**config.mk**
```make
export PLATFORM = sky130hd
export DESIGN_NAME = cursor_controller_flat
export DESIGN_NICKNAME = d
export VERILOG_FILES = /design/src/rtl/chess_pkg.sv /design/src/rtl/cursor_controller_if.sv /design/src/rtl/cursor_controller_button_sync.sv /design/src/rtl/cursor_controller.sv /design/src/flat_wrapper.sv
export SDC_FILE = /design/constraint.sdc
export NUM_CORES = 1
export LEC_CHECK = 0
export ABC_AREA = 1
export BUFFER_PORTS_ARGS = -buffer_cell sky130_fd_sc_hd__buf_2
export CAP_MARGIN = 30
export CORE_MARGIN = 5
export CORE_UTILIZATION = 55
export CTS_CLUSTER_DIAMETER = 40
export CTS_CLUSTER_SIZE = 16
export DETAILED_ROUTE_END_ITERATION = 7
export GPL_ROUTABILITY_DRIVEN = 0
export MAX_ROUTING_LAYER = met4
export PLACE_DENSITY = 0.81
export SYNTH_ARGS = -nofsm -noshare
export SYNTH_HDL_FRONTEND = slang
export SYNTH_HIERARCHICAL = 1
export SYNTH_SLANG_ARGS = --single-unit
export TNS_END_PERCENT = 100
```
**constraint.sdc**
```tcl
create_clock -name clk -period 4.24 [get_ports clk]
set_input_delay 0.424 -clock clk [delete_from_list [all_inputs] [get_ports clk]]
set_output_delay 0.424 -clock clk [all_outputs]
set_load 0.02 [all_outputs]
```
**src/rtl/chess_pkg.sv**
```systemverilog
// chess_pkg: shared types for the cursor/move-selection controller.
package chess_pkg;
  typedef enum logic [1:0] {SEL_SRC, SEL_DST, REQ} ctrl_state_t;
  typedef struct packed {
    logic [2:0] row;
    logic [2:0] col;
  } square_t;
  typedef enum logic [2:0] {DIR_NONE, DIR_UP, DIR_DOWN, DIR_LEFT, DIR_RIGHT, DIR_SEL} dir_t;
endpackage

```
**src/rtl/cursor_controller_if.sv**
```systemverilog
// cursor_controller_if: buttons, cursor/source outputs and the move req/ack handshake.
interface cursor_controller_if;
  logic btn_up, btn_down, btn_left, btn_right, btn_sel, move_ack;
  logic [2:0] cursor_row, cursor_col, src_row, src_col;
  logic src_valid, move_req;
  logic [5:0] move_from, move_to;
  modport master (
    output btn_up, btn_down, btn_left, btn_right, btn_sel, move_ack,
    input cursor_row, cursor_col, src_valid, src_row, src_col, move_req, move_from, move_to
  );
  modport slave (
    input btn_up, btn_down, btn_left, btn_right, btn_sel, move_ack,
    output cursor_row, cursor_col, src_valid, src_row, src_col, move_req, move_from, move_to
  );
endinterface

```
**src/rtl/cursor_controller_button_sync.sv**
```systemverilog
// button_sync: 2-flop synchronizer followed by a rising-edge detector.
module button_sync (
  input  logic clk,
  input  logic reset,
  input  logic btn,
  output logic pulse
);
  logic s1, s2, prev;
  always_ff @(posedge clk)
    if (reset) {s1, s2, prev} <= '0;
    else {s1, s2, prev} <= {btn, s1, s2};
  assign pulse = s2 & ~prev;
endmodule

```
**src/rtl/cursor_controller.sv**
```systemverilog
// cursor_controller: arbitrated button events drive the cursor and the src/dst move-selection FSM.
module cursor_controller
  import chess_pkg::*;
#(
  parameter int unsigned LOCKOUT = 16
) (
  input logic clk,
  input logic reset,
  cursor_controller_if.slave bus
);
  localparam int LW = LOCKOUT > 0 ? $clog2(LOCKOUT + 1) : 1;
  logic [4:0] raw, p;
  dir_t dir;
  logic go, src_valid, req;
  logic [LW-1:0] lock;
  ctrl_state_t state;
  square_t cur, src, from, to;
  assign raw = {bus.btn_sel, bus.btn_right, bus.btn_left, bus.btn_down, bus.btn_up};
  for (genvar i = 0; i < 5; i++) begin : g_btn
    button_sync u_sync (.clk(clk), .reset(reset), .btn(raw[i]), .pulse(p[i]));
  end
  always_comb
    dir = p[0] ? DIR_UP : p[1] ? DIR_DOWN : p[2] ? DIR_LEFT :
          p[3] ? DIR_RIGHT : p[4] ? DIR_SEL : DIR_NONE;
  // Events in REQ are dropped without touching lockout.
  assign go = dir != DIR_NONE && lock == '0 && state != REQ;
  always_ff @(posedge clk)
    if (reset) begin
      lock <= '0;
      state <= SEL_SRC;
      cur <= '0;
      src <= '0;
      from <= '0;
      to <= '0;
      src_valid <= 1'b0;
      req <= 1'b0;
    end else begin
      lock <= go ? LW'(LOCKOUT) : lock != '0 ? lock - LW'(1) : lock;
      if (go && dir == DIR_UP) cur.row <= cur.row - 3'd1;
      if (go && dir == DIR_DOWN) cur.row <= cur.row + 3'd1;
      if (go && dir == DIR_LEFT) cur.col <= cur.col - 3'd1;
      if (go && dir == DIR_RIGHT) cur.col <= cur.col + 3'd1;
      if (go && dir == DIR_SEL) begin
        if (state == SEL_SRC) begin
          src <= cur;
          src_valid <= 1'b1;
          state <= SEL_DST;
        end else if (cur == src) begin
          src <= '0;
          src_valid <= 1'b0;
          state <= SEL_SRC;
        end else begin
          from <= src;
          to <= cur;
          req <= 1'b1;
          state <= REQ;
        end
      end
      if (state == REQ && bus.move_ack) begin
        req <= 1'b0;
        src <= '0;
        src_valid <= 1'b0;
        state <= SEL_SRC;
      end
    end
  assign bus.cursor_row = cur.row;
  assign bus.cursor_col = cur.col;
  assign bus.src_valid = src_valid;
  assign bus.src_row = src.row;
  assign bus.src_col = src.col;
  assign bus.move_req = req;
  assign bus.move_from = from;
  assign bus.move_to = to;
endmodule

```
**src/flat_wrapper.sv**
```systemverilog
// flat-port wrapper written by rule: the top's interface ports become plain ports
module cursor_controller_flat import chess_pkg::*;
#(
  parameter int unsigned LOCKOUT = 16
)
  (clk, reset, bus_btn_up, bus_btn_down, bus_btn_left, bus_btn_right, bus_btn_sel, bus_move_ack, bus_cursor_row, bus_cursor_col, bus_src_valid, bus_src_row, bus_src_col, bus_move_req, bus_move_from, bus_move_to);
  cursor_controller_if bus_i ();
  input logic clk;
  input logic reset;
  input wire logic [$bits(bus_i.btn_up)-1:0] bus_btn_up;
  input wire logic [$bits(bus_i.btn_down)-1:0] bus_btn_down;
  input wire logic [$bits(bus_i.btn_left)-1:0] bus_btn_left;
  input wire logic [$bits(bus_i.btn_right)-1:0] bus_btn_right;
  input wire logic [$bits(bus_i.btn_sel)-1:0] bus_btn_sel;
  input wire logic [$bits(bus_i.move_ack)-1:0] bus_move_ack;
  output wire logic [$bits(bus_i.cursor_row)-1:0] bus_cursor_row;
  output wire logic [$bits(bus_i.cursor_col)-1:0] bus_cursor_col;
  output wire logic [$bits(bus_i.src_valid)-1:0] bus_src_valid;
  output wire logic [$bits(bus_i.src_row)-1:0] bus_src_row;
  output wire logic [$bits(bus_i.src_col)-1:0] bus_src_col;
  output wire logic [$bits(bus_i.move_req)-1:0] bus_move_req;
  output wire logic [$bits(bus_i.move_from)-1:0] bus_move_from;
  output wire logic [$bits(bus_i.move_to)-1:0] bus_move_to;
  assign bus_i.btn_up = bus_btn_up;
  assign bus_i.btn_down = bus_btn_down;
  assign bus_i.btn_left = bus_btn_left;
  assign bus_i.btn_right = bus_btn_right;
  assign bus_i.btn_sel = bus_btn_sel;
  assign bus_i.move_ack = bus_move_ack;
  assign bus_cursor_row = bus_i.cursor_row;
  assign bus_cursor_col = bus_i.cursor_col;
  assign bus_src_valid = bus_i.src_valid;
  assign bus_src_row = bus_i.src_row;
  assign bus_src_col = bus_i.src_col;
  assign bus_move_req = bus_i.move_req;
  assign bus_move_from = bus_i.move_from;
  assign bus_move_to = bus_i.move_to;
  cursor_controller #(.LOCKOUT(LOCKOUT)) u_core (.clk(clk), .reset(reset), .bus(bus_i));
endmodule
```
==> impl_metrics.csv <==
group,metric,value,unit
route,drt_first_pass_iters,4,
sta,timing_worst_slew_pin_value,0.558,ns
clock_network,cts_resized,0,
clock_network,cts_max_level,2,
route,drt-wirelength-per-cell,10.3,µm
yosys,ys_ff_latch,48,
cells_and_area,post_route_cells_drive_above_1_share,19.4,%
global_route,grt_first_pass_wirelength,7510,µm
pwr,leakagePower,1.28,nW
clock_network,ctsLongestPathBuffers,2,
floorplanning,fp.dieH,74.0,µm
yosys,commonest_cells_in_the_netlist,"sky130_fd_sc_hd__inv_1 (70), sky130_fd_sc_hd__nand2_1 (65), sky130_fd_sc_hd__dfxtp_1 (48), sky130_fd_sc_hd__nor2_1 (48), sky130_fd_sc_hd__nand3_1 (23)",
worst_setup_path,critPathSlowestCell,"sky130_fd_sc_hd__fa_1",
pwr,power.density_cell_area,477,nW/µm²
run,max_cap_violations,0,
worst_setup_path,timing.critical_path.slowest_cell_delay,0.39,ns
cells_and_area,layout.cell_area.non_filler,2570,µm²
cells_and_area,nets,371,
floorplanning,dieWidth,74.0,µm
yosys,synth_top_cells_by_area,"sky130_fd_sc_hd__dfxtp_1 (43%), sky130_fd_sc_hd__inv_1 (12%), sky130_fd_sc_hd__nand2_1 (11%)",
pwr,vdd_ir_drop_max,0.000395,V
sta,period_needed,2.12,ns
yosys,yosysTopAreaCellShare,42.7,%
floorplanning,initial_utilization,56.7,%
worst_setup_path,startpoint_type,"flip-flop",
global_route,pin_count_of_the_biggest_net_entering_global_routing,21,
route,remaining_drc_errors,0,
global_route,grt_antenna_before_repair,0,
route,wire_length_on_met2,2110,µm
yosys,synth_async_sr_flop_share,0,%
worst_setup_path,ff2ff_setup_slack,2.12,ns
floorplanning,fp-row-count,23,
worst_setup_path,timing.setup.critical_path_class,"flip-flop to flip-flop",
sta,setup-violations-final,0,
route,routed-via-count,1967,
floorplanning,design.die.area,5470,µm²
worst_setup_path,worst_setup_path_end_kind,"flip-flop",
clock_network,tritoncts,"built",
route,wirelength,4230,µm
cells_and_area,antennaDiodeCount,0,
clock_network,number_of_buffers_created_by_cts,5,
sta,timing.final.max_slew_violations,0,
placement,post_dp_hpwl,3140,µm
sta,fin_setup_tns,0,ns
global_route,first_global_vias,1850,
yosys,yosysTopAreaCell,"sky130_fd_sc_hd__dfxtp_1",
yosys,yosysMostFrequentCell,"sky130_fd_sc_hd__inv_1",
route,vias_per_cell,4.80,
yosys,syn_area_per_cell,6.90,µm²
global_route,grt_util_all_layers,18.2,%
sta,min_period_over_period,50.1,%
clock_network,cts.hold.buffers_added,0,
clock_network,post_cts_setup_buffer_count,0,
route,residual_antenna_violating_net_count_after_detailed_routing,0,
clock_network,insertion_delay,0.30,ns
cells_and_area,syn2layout_area_growth,14.3,%
route,met1_length,1770,µm
clock_network,cts.clk_slew.worst_paths,0.09,ns
yosys,syn-num-nets,338,
sta,fin_worst_skew,0.0108,ns
route,maxUsedRoutingLayer,"met4",
clock_network,cts-root-buf,"sky130_fd_sc_hd__clkbuf_8",
yosys,synth_sequential_area_ratio,42.7,%
worst_setup_path,timing.critical_path.required,4.48,ns
outcome,status,"finished, final reports clean",
route,initial_drc_count,165,
hold_path,min_path_type,"input port to flip-flop",
global_route,grt_overflow_total,0,
sta,grt_setup_unrepaired,"no",
sta,maxSlewHeadroom,62.7,%
sta,fmax,0.471,GHz
floorplanning,floorplan.io_pins,34,
yosys,netlist_area,2250,µm²
placement,detailed_place.area,2440,µm²
floorplanning,core_area,3970,µm²
worst_setup_path,critPathMaxFanout,5,
pwr,report.power.total,0.00123,W
yosys,synthesis.instances,326,
worst_setup_path,critical_path_arrival,2.36,ns
route,met3_wirelength,276,µm
yosys,yosysWarningCount,6,
yosys,synth-edff-count,0,
yosys,ys_types,27,
yosys,synth-main-ff-cell,"sky130_fd_sc_hd__dfxtp_1",
clock_network,clock_sinks,48,
placement,io_buffer_count,33,
sta,hold_violations,0,
sta,finalHoldWorstSlack,0.328,ns
worst_setup_path,timing.critical_path.cells,"inv_1, ha_1, inv_1, nor2_2, nand2_2, nor2_4, nand2_2, inv_2, nand3_1, fa_1, xor2_1, nand3_1, nand2_1, nand2_1, nor2_1",
## cell families after synthesis
group           Yosys count  synth area share (%)
buf+inv                  82                  14.4
simple gates            171                  34.7
compound gates           20                  4.89
flops                    48                  42.7
xor+xnor                  1                 0.389
fa+ha+maj                 4                  2.89
## report_power, final
part           internal, W  total (W)  switching (W)
registers         0.000487   0.000515      0.0000277
logic             0.000109   0.000326       0.000217
clock network     0.000237   0.000387       0.000149
total             0.000833    0.00123       0.000394
## sequential cells by signal (all words and copies together) (netlist names), 5 cells and up
| signal | cells |
|---|---|
| u_core/g_btn.u_sync/prev | 5 |
| u_core/bus.move_from | 6 |
| u_core/g_btn.u_sync/s2 | 5 |
| u_core/lock | 5 |
| u_core/g_btn.u_sync/s1 | 5 |
| u_core/bus.move_to | 6 |
## placed cells by master (no fill, tap or decap)
master,netlist,routed
sky130_fd_sc_hd__inv_6,0,1
sky130_fd_sc_hd__clkbuf_8,0,5
sky130_fd_sc_hd__ha_1,2,2
sky130_fd_sc_hd__a31oi_1,1,1
sky130_fd_sc_hd__nand4_1,12,12
sky130_fd_sc_hd__nand2_2,14,14
sky130_fd_sc_hd__dfxtp_1,48,48
sky130_fd_sc_hd__nand3_2,1,1
sky130_fd_sc_hd__nand2_1,65,65
sky130_fd_sc_hd__a21oi_1,8,8
sky130_fd_sc_hd__a21oi_2,1,1
sky130_fd_sc_hd__or2_2,1,1
sky130_fd_sc_hd__buf_2,1,33
sky130_fd_sc_hd__a211oi_1,1,1
sky130_fd_sc_hd__inv_1,70,70
sky130_fd_sc_hd__xor2_1,1,1
sky130_fd_sc_hd__o21ai_0,2,2
sky130_fd_sc_hd__o21ai_1,6,6
sky130_fd_sc_hd__inv_2,5,5
sky130_fd_sc_hd__nor2_4,4,4
sky130_fd_sc_hd__nor2_2,3,3
sky130_fd_sc_hd__bufinv_16,0,2
sky130_fd_sc_hd__nand3_1,23,23
sky130_fd_sc_hd__nor2_1,48,48
sky130_fd_sc_hd__fa_1,2,2
sky130_fd_sc_hd__o31ai_1,1,1
## metal layers
layer / track usage (%) / up-vias
met1: 19.7 / 868
met2: 31.7 / 51
met3: 4.59 / 7
met5: - / -
met4: 7.24 / 0
li1: - / 1041
## cell type report
| cell class | instances | area (µm²) |
|---|---|---|
| Clock inverter | 3 | 68.8 |
| Tap cell | 50 | 62.6 |
| Clock buffer | 5 | 68.8 |
| Multi-Input combinational cell | 196 | 966 |
| Fill cell | 353 | 1400 |
| Timing Repair Buffer | 33 | 165 |
| Inverter | 75 | 282 |
| Sequential cell | 48 | 961 |
## worst paths after layout
check | start | end | cells past startpoint
setup / recovery | u_core/lock[0]$_SDFFE_PP0P_ | u_core/bus.cursor_row[2]$_SDFFE_PP0P_ | 15
hold / removal | bus_btn_down | u_core/g_btn[1].u_sync/s1$_SDFF_PP0_ | 3
setup reg to reg | u_core/lock[0]$_SDFFE_PP0P_ | u_core/bus.cursor_row[2]$_SDFFE_PP0P_ | 15
hold reg to reg | u_core/g_btn[4].u_sync/s1$_SDFF_PP0_ | u_core/g_btn[4].u_sync/s2$_SDFF_PP0_ | 2
## stage by stage
stage                     std cells  setup WS [ns]  util [%]
after floorplan                 326           2.27         -
after global placement          402           2.17      61.3
after detailed placement        402           2.11      61.3
after CTS                       410           2.11      64.8
after global routing            410           1.87      64.8
final                           410           2.12      64.8
## critical path: cells and delay by family, from the launching register on
kind                     cells  cell delay [ns]
AND/OR/NAND/NOR              9             0.80
XOR/XNOR                     1             0.16
flip-flops                   1             0.31
adder cells (fa/ha/maj)      2             0.57
buffers and inverters        3             0.23
No activity file was read; power rests on OpenSTA's default activity.
